==> config.mk <==
export PLATFORM = sky130hd
export DESIGN_NAME = wb_multi_arbiter
export DESIGN_NICKNAME = d
export VERILOG_FILES = /design/src/rtl/wb_pkg.sv /design/src/rtl/wb_chan_fifo.sv /design/src/rtl/wb_multi_arbiter.sv
export SDC_FILE = /design/constraint.sdc
export NUM_CORES = 1
export LEC_CHECK = 0
export CORE_MARGIN = 1
export CORE_UTILIZATION = 30
export DETAILED_ROUTE_END_ITERATION = 8
export HOLD_SLACK_MARGIN = 0.05
export MAX_ROUTING_LAYER = met4
export PLACE_DENSITY = 0.56
export SKIP_LAST_GASP = 1
export SYNTH_ARGS = -nofsm -noshare
export SYNTH_HDL_FRONTEND = slang
export SYNTH_HIERARCHICAL = 1
export SYNTH_SLANG_ARGS = --single-unit
export TNS_END_PERCENT = 30
==> constraint.sdc <==
create_clock -name clk -period 5.1 [get_ports clk]
set_input_delay 1.02 -clock clk [delete_from_list [all_inputs] [get_ports clk]]
set_output_delay 1.02 -clock clk [all_outputs]
set_load 0.02 [all_outputs]
==> src/rtl/wb_pkg.sv <==
// Shared writeback definitions: default widths, channel index helper and the buffered entry layout.
package wb_pkg;

    localparam int DATA_WIDTH_DEF     = 32;
    localparam int REG_ADDR_WIDTH_DEF = 5;
    localparam int MAX_CH             = 4;
    localparam int CH_IDX_W           = 2;

    typedef struct packed {
        logic [REG_ADDR_WIDTH_DEF-1:0] rd;
        logic [DATA_WIDTH_DEF-1:0]     data;
    } wb_entry_t;

    // Next channel index after idx, wrapping at num_ch.
    function automatic logic [CH_IDX_W-1:0] rr_next(input logic [CH_IDX_W-1:0] idx,
                                                    input int unsigned num_ch);
        logic [CH_IDX_W-1:0] nxt;
        if (32'(idx) + 32'd1 >= num_ch) begin
            nxt = 2'd0;
        end else begin
            nxt = idx + 2'd1;
        end
        return nxt;
    endfunction

endpackage

==> src/rtl/wb_chan_fifo.sv <==
// Per-channel synchronous FIFO with flush; full/empty/count come straight from registered state.
module wb_chan_fifo #(
    parameter int WIDTH = 37,
    parameter int DEPTH = 4
) (
    input  logic                       clk,
    input  logic                       reset_n,
    input  logic                       flush,
    input  logic                       push,
    input  logic                       pop,
    input  logic [WIDTH-1:0]           wdata,
    output logic [WIDTH-1:0]           rdata,
    output logic                       full,
    output logic                       empty,
    output logic [$clog2(DEPTH):0]     count
);

    localparam int PTR_W = $clog2(DEPTH);

    logic [WIDTH-1:0] mem_q [DEPTH];
    logic [WIDTH-1:0] mem_d [DEPTH];
    logic [PTR_W-1:0] wr_ptr_q, wr_ptr_d;
    logic [PTR_W-1:0] rd_ptr_q, rd_ptr_d;
    logic [PTR_W:0]   cnt_q, cnt_d;
    logic             push_ok_s;
    logic             pop_ok_s;

    assign full      = (cnt_q == (PTR_W+1)'(DEPTH));
    assign empty     = (cnt_q == '0);
    assign count     = cnt_q;
    assign rdata     = mem_q[rd_ptr_q];
    assign push_ok_s = push & ~full;
    assign pop_ok_s  = pop & ~empty;

    // Next-state for storage, pointers and occupancy; flush wins over push and pop.
    always_comb begin
        mem_d    = mem_q;
        wr_ptr_d = wr_ptr_q;
        rd_ptr_d = rd_ptr_q;
        cnt_d    = cnt_q;
        if (flush) begin
            wr_ptr_d = '0;
            rd_ptr_d = '0;
            cnt_d    = '0;
        end else begin
            if (push_ok_s) begin
                mem_d[wr_ptr_q] = wdata;
                wr_ptr_d        = wr_ptr_q + PTR_W'(1);
            end else begin
                wr_ptr_d = wr_ptr_q;
            end
            if (pop_ok_s) begin
                rd_ptr_d = rd_ptr_q + PTR_W'(1);
            end else begin
                rd_ptr_d = rd_ptr_q;
            end
            case ({push_ok_s, pop_ok_s})
                2'b10:   cnt_d = cnt_q + (PTR_W+1)'(1);
                2'b01:   cnt_d = cnt_q - (PTR_W+1)'(1);
                default: cnt_d = cnt_q;
            endcase
        end
    end

    // FIFO state registers.
    always_ff @(posedge clk or negedge reset_n) begin
        if (!reset_n) begin
            for (int i = 0; i < DEPTH; i++) begin
                mem_q[i] <= '0;
            end
            wr_ptr_q <= '0;
            rd_ptr_q <= '0;
            cnt_q    <= '0;
        end else begin
            mem_q    <= mem_d;
            wr_ptr_q <= wr_ptr_d;
            rd_ptr_q <= rd_ptr_d;
            cnt_q    <= cnt_d;
        end
    end

endmodule

==> src/rtl/wb_multi_arbiter.sv <==
// Multi-channel writeback: aligns decode rd to each result, buffers per channel and
// round-robin arbitrates onto the single register-file write port.
module wb_multi_arbiter
    import wb_pkg::*;
#(
    parameter int NUM_CH         = 2,
    parameter int DATA_WIDTH     = DATA_WIDTH_DEF,
    parameter int REG_ADDR_WIDTH = REG_ADDR_WIDTH_DEF,
    parameter int FIFO_DEPTH     = 4,
    parameter int RD_DELAY       = 2
) (
    input  logic                             clk,
    input  logic                             reset_n,
    input  logic                             flush,
    input  logic [NUM_CH*REG_ADDR_WIDTH-1:0] dec_rd,
    input  logic [NUM_CH-1:0]                exe_valid,
    input  logic [NUM_CH*DATA_WIDTH-1:0]     exe_data,
    output logic [NUM_CH-1:0]                exe_ready,
    output logic [REG_ADDR_WIDTH-1:0]        wb_addr,
    output logic [DATA_WIDTH-1:0]            wb_data,
    output logic                             wb_en,
    output logic                             busy,
    output logic [NUM_CH-1:0]                ovf_err
);

    localparam int EW    = REG_ADDR_WIDTH + DATA_WIDTH;
    localparam int CNT_W = $clog2(FIFO_DEPTH) + 1;

    typedef struct packed {
        logic [REG_ADDR_WIDTH-1:0] rd;
        logic [DATA_WIDTH-1:0]     data;
    } entry_t;

    logic [REG_ADDR_WIDTH-1:0] rd_pipe_q [NUM_CH][RD_DELAY];
    logic [REG_ADDR_WIDTH-1:0] rd_pipe_d [NUM_CH][RD_DELAY];
    entry_t                    push_entry_s [NUM_CH];
    entry_t                    head_s [NUM_CH];
    entry_t                    head_pad_s [MAX_CH];
    logic [CNT_W-1:0]          count_s [NUM_CH];
    logic [NUM_CH-1:0]         full_s, empty_s, nz_s, push_s, pop_s;
    logic [MAX_CH-1:0]         empty_pad_s;
    logic [CH_IDX_W-1:0]       ptr_q, ptr_d;
    logic [CH_IDX_W-1:0]       idx_s, grant_idx_s;
    logic                      grant_vld_s;
    logic [NUM_CH-1:0]         ovf_q, ovf_d;
    logic                      wb_en_q, wb_en_d;
    logic [REG_ADDR_WIDTH-1:0] wb_addr_q, wb_addr_d;
    logic [DATA_WIDTH-1:0]     wb_data_q, wb_data_d;

    // Destination-register delay pipe, shifted every cycle and cleared on flush.
    always_comb begin
        for (int c = 0; c < NUM_CH; c++) begin
            if (flush) begin
                rd_pipe_d[c][0] = '0;
            end else begin
                rd_pipe_d[c][0] = dec_rd[c*REG_ADDR_WIDTH +: REG_ADDR_WIDTH];
            end
            for (int k = 1; k < RD_DELAY; k++) begin
                if (flush) begin
                    rd_pipe_d[c][k] = '0;
                end else begin
                    rd_pipe_d[c][k] = rd_pipe_q[c][k-1];
                end
            end
        end
    end

    // Push qualification and sticky overflow; x0 results vanish without side effects.
    always_comb begin
        ovf_d = ovf_q;
        for (int c = 0; c < NUM_CH; c++) begin
            push_entry_s[c].rd   = rd_pipe_q[c][RD_DELAY-1];
            push_entry_s[c].data = exe_data[c*DATA_WIDTH +: DATA_WIDTH];
            if (exe_valid[c] && !flush && (rd_pipe_q[c][RD_DELAY-1] != '0)) begin
                push_s[c] = ~full_s[c];
                ovf_d[c]  = ovf_q[c] | full_s[c];
            end else begin
                push_s[c] = 1'b0;
                ovf_d[c]  = ovf_q[c];
            end
        end
    end

    for (genvar g = 0; g < NUM_CH; g++) begin : g_fifo
        wb_chan_fifo #(
            .WIDTH (EW),
            .DEPTH (FIFO_DEPTH)
        ) u_fifo (
            .clk     (clk),
            .reset_n (reset_n),
            .flush   (flush),
            .push    (push_s[g]),
            .pop     (pop_s[g]),
            .wdata   (push_entry_s[g]),
            .rdata   (head_s[g]),
            .full    (full_s[g]),
            .empty   (empty_s[g]),
            .count   (count_s[g])
        );
        assign nz_s[g] = (count_s[g] != '0);
    end

    // Round-robin search starting after the last granted channel; unused slots read as empty.
    always_comb begin
        empty_pad_s = 4'b1111;
        for (int c = 0; c < MAX_CH; c++) begin
            head_pad_s[c] = '0;
        end
        for (int c = 0; c < NUM_CH; c++) begin
            empty_pad_s[c] = empty_s[c];
            head_pad_s[c]  = head_s[c];
        end
        grant_vld_s = 1'b0;
        grant_idx_s = ptr_q;
        idx_s       = ptr_q;
        for (int k = 0; k < NUM_CH; k++) begin
            idx_s = rr_next(idx_s, NUM_CH);
            if (!grant_vld_s && !empty_pad_s[idx_s] && !flush) begin
                grant_vld_s = 1'b1;
                grant_idx_s = idx_s;
            end else begin
                grant_vld_s = grant_vld_s;
            end
        end
        for (int c = 0; c < NUM_CH; c++) begin
            pop_s[c] = grant_vld_s && (grant_idx_s == 2'(c));
        end
    end

    // Write-port next state: data holds when idle so the register file sees stable values.
    always_comb begin
        if (grant_vld_s) begin
            wb_en_d   = 1'b1;
            wb_addr_d = head_pad_s[grant_idx_s].rd;
            wb_data_d = head_pad_s[grant_idx_s].data;
            ptr_d     = grant_idx_s;
        end else begin
            wb_en_d   = 1'b0;
            wb_addr_d = wb_addr_q;
            wb_data_d = wb_data_q;
            ptr_d     = ptr_q;
        end
    end

    // Pipe, pointer, error and output registers.
    always_ff @(posedge clk or negedge reset_n) begin
        if (!reset_n) begin
            for (int c = 0; c < NUM_CH; c++) begin
                for (int k = 0; k < RD_DELAY; k++) begin
                    rd_pipe_q[c][k] <= '0;
                end
            end
            ptr_q     <= 2'(NUM_CH-1);
            ovf_q     <= '0;
            wb_en_q   <= 1'b0;
            wb_addr_q <= '0;
            wb_data_q <= '0;
        end else begin
            rd_pipe_q <= rd_pipe_d;
            ptr_q     <= ptr_d;
            ovf_q     <= ovf_d;
            wb_en_q   <= wb_en_d;
            wb_addr_q <= wb_addr_d;
            wb_data_q <= wb_data_d;
        end
    end

    assign exe_ready = ~full_s;
    assign busy      = |nz_s;
    assign ovf_err   = ovf_q;
    assign wb_en     = wb_en_q;
    assign wb_addr   = wb_addr_q;
    assign wb_data   = wb_data_q;

endmodule

==> out/qor.csv, run 1 <==
stage;metric;value;unit
layout;layout-drive-gt1-share;40.4;%
timing;finalMaxSlewViolations;0;
floorplan;die_x;238;um
layout;fin_util;36.5;%
clocking;htree_levels;2;
critical_path;reg2reg_from;g_fifo[0].u_fifo/count[0]$_DFFE_PN0P_;
timing;fmax;0.275;GHz
worst_hold_path;min_path_type;input pin to asynchronous set/reset pin;
timing;finClkSkew;14.2;ps
global_route;grt_max_degree;99;
pwr;powerDensity;369;mW/mm^2
logic_synthesis;synth_seq_area_share;55.5;%
critical_path;rr_worst_depth;11;
floorplan;pin_count;122;
logic_synthesis;synth-seq-cells;372;
logic_synthesis;synth_edf_count;0;
routing;first_pass_iters;4;
logic_synthesis;synth_nets;1144;
routing;drt_iter0_drc;453;
pwr;leakage;0.00907;uW
critical_path;setup.worst_path.start;flush;
critical_path;rrSetupSlack;1690;ps
timing;period_share;71.3;%
critical_path;cp.arrival;4100;ps
routing;ant_nets;0;
global_route;track_usage;15.2;%
timing;fin_setup_tns;0;ps
global_route;overflow;0;
clocking;cts_root_buf;clkbuf_16;
status;outcome;finished clean;
timing;hold_viol_final;0;
clocking;cts_sinks;372;
floorplan;start_util;30.4;%
floorplan;fp.dieArea;0.0569;sq mm
routing;vias;9410;
logic_synthesis;syn_inst;1053;
logic_synthesis;netlist_area;0.0168;sq mm
critical_path;cp-start-kind;input pin;
flow_run;maxCapViolations;0;
clocking;clk_pin_slew;60;ps
place;gp_congestion;0.750;
critical_path;worstPathMaxFanout;30;
floorplan;core;0.0552;sq mm
clocking;numCtsBuffers;43;
global_route;grt_pass1_wl;63.1;mm
clocking;post_cts_buffers;0;
logic_synthesis;synthArstFlopShare;100;%
critical_path;cp_data_required_time;5560;ps
clocking;cts.path.max_buffers;3;
logic_synthesis;ys_warn_count;6;
timing;slew-limit-headroom;25.6;%
floorplan;dieHeight;238;um
critical_path;crit_path_end_kind;register;
logic_synthesis;ys.flop_type;dfrtp_1;
floorplan;row_count;86;
pwr;vdd_drop_max;0.194;mV
routing;avgRoutedWirePerCell;20.7;um
layout;nNetsFinal;1268;
critical_path;timing.rr.end;g_fifo[0].u_fifo/count[2]$_DFFE_PN0P_;
layout;area_delta_synth_final;20.0;%
place;io_buffers;121;
logic_synthesis;netlist-cell-type-count;51;
clocking;clk_latency;560;ps
timing;worst_pin_slew;1120;ps
routing;route.detailed.drc;0;
timing;rsz0062_at_grt;false;
critical_path;setup.worst_path.end;g_fifo[1].u_fifo/count[2]$_DFFE_PN0P_;
clocking;ctsHoldBuffers;0;
routing;vias_per_cell;4.80;
clocking;cts_resized;0;
global_route;grt_pass1_vias;10000;
global_route;antenna_found_initial;3;
logic_synthesis;synth.avg_cell_area;15.9;sq um
place;dp_hpwl;25.9;mm
routing;drt-total-wl;40.5;mm
critical_path;crit_type;input pin to register;
timing;setup_viol;0;
timing;period_minus_slack;3630;ps
clocking;cts_tree;built;
## worst max-delay path, cell delays in order
cell and delay, ps:
clkdlybuf4s50_1 630, buf_4 310, or3_1 350, a211o_1 310, and3_4 190, nor3_4 150, buf_4 410, nand2b_1 130
or4_1 410, a31oi_1 190
## worst min-delay path by stage
stage	from	endpoint	slack, ps	depth (start not counted)
after global routing	rd_pipe_q[7]$_DFF_PN0_	push_entry_s[34]$_DFF_PN0_	470	1
after floorplan	rd_pipe_q[5]$_DFF_PN0_	push_entry_s[32]$_DFF_PN0_	440	1
after CTS	rd_pipe_q[7]$_DFF_PN0_	push_entry_s[34]$_DFF_PN0_	460	1
after detailed placement	rd_pipe_q[19]$_DFF_PN0_	push_entry_s[73]$_DFF_PN0_	450	1
after global placement	rd_pipe_q[9]$_DFF_PN0_	push_entry_s[36]$_DFF_PN0_	450	1
final	reset_n	g_fifo[1].u_fifo/mem_q[9]$_DFFE_PN0P_	460	1
## metal layers
metal,vias up,track usage (%),part of all wire (%),wire [um]
met3,56,3.04,4.5,1810
met4,0,4.39,1.8,728
met1,5042,20.6,47,19200
li1,4160,-,-,-
met2,152,22.9,46,18800
met5,-,-,0,0
## where the power goes
part / internal, uW / switching (uW) / leakage, uW
sequential: 3260 / 160 / 0.00500
clock: 1830 / 1220 / 0.000712
combinational: 574 / 386 / 0.00336
## metrics by stage
step | hold WS [ps] | worst slack (ps) | instances | cell area (sq um) | power, uW
after detailed placement | 449 | 914 | 1880 | 18700 | 4430
after floorplan | 439 | 1600 | 1053 | 16800 | 4020
final | 456 | 1470 | 1960 | 20100 | 7420
after CTS | 462 | 1500 | 1958 | 20100 | 7540
after global routing | 468 | 1310 | 1960 | 20100 | 7760
after global placement | 446 | 931 | 1880 | 18700 | 4400
## layout by cell type (no fill, tap or decap), types with 5 or more instances in the layout
cell type and count:
a21oi_1 11, a221o_1 37, a31oi_1 6, and2_1 39
buf_4 25, clkbuf_1 8, clkbuf_16 45, clkbuf_8 15
clkdlybuf4s50_1 120, clkinv_2 8, dfrtp_1 367, ha_1 10
inv_1 14, mux2_2 236, mux2_4 60, mux4_2 74
nand2b_1 5, nand3_1 6, nand3_2 6, nand3b_1 6
nor2_1 17, nor2b_1 22, o21ai_0 5
## area by class of cell
type	count	area, sq um
diodes	2	5.00
clock buffers	68	1360
clock inverters	10	57.6
fillers	5201	35100
inverters	14	52.6
multi-input cells	597	6940
flip-flops and latches	372	9320
well taps	748	936
repair buffers	149	1460
## synth_stat cells, types with 10 or more instances
cell	count	area, sq um
and2_1	39	244
a21oi_1	11	55.1
buf_2	26	130
buf_6	11	124
nor2_1	17	63.8
clkbuf_1	19	71.3
mux4_2	74	1670
a221o_1	37	370
mux2_4	60	901
mux2_2	236	2660
nor2b_1	22	138
dfrtp_1	371	9280
inv_1	14	52.6
ha_1	10	125
## sequential cells by signal (all words and copies together), names as in the netlist, 2 cells and up
name                    count
g_fifo.u_fifo/mem_q       296
wb_data                    32
push_entry_s               10
rd_pipe_q                  10
g_fifo.u_fifo/count         6
wb_addr                     5
g_fifo.u_fifo/rd_ptr_q      4
g_fifo.u_fifo/wr_ptr_q      4
ovf_err                     2
ptr_q                       2
## logic make-up (layout without fill, tap and decap cells)
family | after synthesis | in the layout | synth area share, %
AO/OA/AOI/OAI | 77 | 77 | 3.78
XOR/XNOR | 8 | 8 | 0.418
adder cells (fa/ha/maj) | 12 | 12 | 0.985
buffers and inverters | 84 | 241 | 3.19
flip-flops | 372 | 372 | 55.5
multiplexers | 370 | 370 | 31.2
other | 0 | 2 | 0
AND/OR/NAND/NOR | 130 | 130 | 4.97
Power figures use the tool's default switching activity.
==> run 2: changes to the inputs <==
==> constraint.sdc (replaced) <==
create_clock -name clk -period 3.4 [get_ports clk]
set_input_delay 0.68 -clock clk [delete_from_list [all_inputs] [get_ports clk]]
set_output_delay 0.68 -clock clk [all_outputs]
set_load 0.02 [all_outputs]
==> out/qor.csv, run 2 (synthesis gave the netlist of run 1 again) <==
stage;metric;value;unit
global_route;grt_max_degree;89;
layout;largest_reg_flops;296;
global_route;overflow;0;
clocking;cts.path.max_buffers;3;
layout;area_delta_synth_final;22.1;%
critical_path;slowest_delay;460;ps
clocking;cts_tree;built;
floorplan;dieHeight;238;um
floorplan;row_count;86;
clocking;numCtsBuffers;43;
routing;vias_per_cell;4.82;
status;outcome;finished clean;
clocking;cts_sinks;372;
routing;ant_nets;0;
global_route;track_usage;15.1;%
timing;fmax;0.316;GHz
clocking;cts_root_buf;clkbuf_16;
global_route;grt_pass1_vias;10300;
place;gp_congestion;0.742;
critical_path;crit_path_end_kind;register;
critical_path;cp_data_required_time;3890;ps
pwr;power.total;11300;uW
pwr;clockPowerShare;41.7;%
critical_path;cp.arrival;3660;ps
place;io_buffers;121;
timing;period_minus_slack;3170;ps
flow_run;maxCapViolations;0;
layout;fin_util;37.1;%
floorplan;die_x;238;um
place;dp_hpwl;25.6;mm
routing;first_pass_iters;4;
layout;fillers;5134;
worst_hold_path;min_path_type;input pin to asynchronous set/reset pin;
timing;slew-limit-headroom;48.5;%
layout;nNetsFinal;1290;
timing;finalMaxSlewViolations;0;
layout;final_common_cell;dfrtp_1;
global_route;met2_usage;22.6;%
pwr;leakage;0.00923;uW
timing;rsz0062_at_grt;false;
pwr;vdd_drop_max;0.363;mV
clocking;post_cts_buffers;0;
clocking;htree_levels;2;
pwr;power_frac_seq;45.5;%
global_route;grt.busiest_layer;met2;
timing;setup_viol;0;
clocking;clk_latency;570;ps
routing;route.detailed.drc;0;
critical_path;cp-start-kind;register;
timing;period_share;93.2;%
layout;layout-drive-gt1-share;41.6;%
global_route;grtUsageMet1;20.7;%
critical_path;crit_type;register to register;
place;placed_cells;1902;
pwr;combinationalPowerShare;12.8;%
global_route;grt_pass1_wl;63.2;mm
global_route;gr-usage-met3;2.85;%
layout;final_cell_mix;dfrtp_1, mux2_2, clkdlybuf4s50_1;
critical_path;crit_slowest_cell;nor3_2;
routing;drt_iter0_drc;474;
pwr;powerDensity;550;mW/mm^2
pwr;p_int;8570;uW
routing;drt-total-wl;40.0;mm
routing;vias;9556;
pwr;netSwitchingPower;2690;uW
floorplan;core;0.0552;sq mm
floorplan;fp.dieArea;0.0569;sq mm
pwr;swShare;23.9;%
layout;top_register;g_fifo.u_fifo/mem_q;
timing;hold_viol_final;0;
layout;fin_cells;1982;
clocking;clk_pin_slew;60;ps
global_route;antenna_found_initial;3;
timing;finClkSkew;24.2;ps
timing;worst_pin_slew;772;ps
timing;fin_setup_tns;0;ps
routing;avgRoutedWirePerCell;20.2;um
floorplan;start_util;30.4;%
critical_path;cp_cell_sequence;nor3_2, and4b_1, a31oi_2, a21oi_1, a21o_2, o31ai_1, nor2_1, fa_2, nand2b_1, or4_1, a31oi_1;
floorplan;pin_count;122;
critical_path;worstPathMaxFanout;5;
run 2: cell types whose count changed in the layout (fill, tap and decap cells not counted), sizes merged:
cell      before  now
buf           29   51
inv           15   16
clkinvlp       0    4
bufinv         0    3
clkinv         9    8
clkbuf        68   61
run 2: worst paths after layout:
check / endpoint / slack [ps] / cells after the start / startpoint
setup / recovery: g_fifo[0].u_fifo/count[2]$_DFFE_PN0P_ / 230 / 11 / g_fifo[0].u_fifo/count[2]$_DFFE_PN0P_
hold / removal: g_fifo[1].u_fifo/mem_q[7]$_DFFE_PN0P_ / 150 / 1 / reset_n
setup reg to reg: g_fifo[0].u_fifo/count[2]$_DFFE_PN0P_ / 230 / 11 / g_fifo[0].u_fifo/count[2]$_DFFE_PN0P_
hold reg to reg: push_entry_s[32]$_DFF_PN0_ / 460 / 1 / rd_pipe_q[5]$_DFF_PN0_
max in group asynchronous: g_fifo[0].u_fifo/mem_q[111]$_DFFE_PN0P_ / 2410 / 2 / reset_n
min in group clk: push_entry_s[32]$_DFF_PN0_ / 460 / 1 / rd_pipe_q[5]$_DFF_PN0_
run 2: worst max-delay path, delay by kind of cell, from the launching register on:
| family | cells | cell delay [ps] |
|---|---|---|
| AOI/OAI and AO/OA | 5 | 890 |
| adders and majority gates | 1 | 390 |
| DFF | 1 | 390 |
| and+or+nand+nor | 5 | 1420 |
run 2: area by class of cell:
type	count	area [sq um]	area share, %
well taps	748	936	4.57
flip-flops and latches	372	9320	45.5
inverters	14	52.6	0.257
clock buffers	61	1260	6.14
multi-input cells	597	6950	33.9
clock inverters	17	193	0.941
repair buffers	171	1770	8.63
diodes	2	5.00	0.0244
run 2: through the flow:
step	hold slack, ps	setup slack [ps]	instance area (sq um)
6_report	146	232	20500
5_1_grt	189	39.8	20500
4_1_cts	157	222	20500
3_5_place_dp	450	135	19000
3_3_place_gp	453	137	19000
2_1_floorplan	384	55.5	16800
run 2: power by group through the flow:
stage	combinational [uW]	clock, uW	sequential (uW)
after floorplan	860	0	5170
after CTS	1460	4870	5130
after global routing	1560	5030	5180
final	1440	4700	5120
after detailed placement	1460	0	5190
after global placement	1430	0	5180
run 2: repair_timing:
action,CTS,global route
gates resized for setup,0,1
setup endpoints to repair,0,1
hold endpoints to repair,0,0
hold buffers,0,0
run 2: routing by layer:
| metal | vias up | share of wire (%) |
|---|---|---|
| li1 | 4226 | - |
| met1 | 5080 | 47 |
| met2 | 199 | 46 |
| met3 | 51 | 5.2 |
| met4 | 0 | 2.0 |
| met5 | - | 0 |
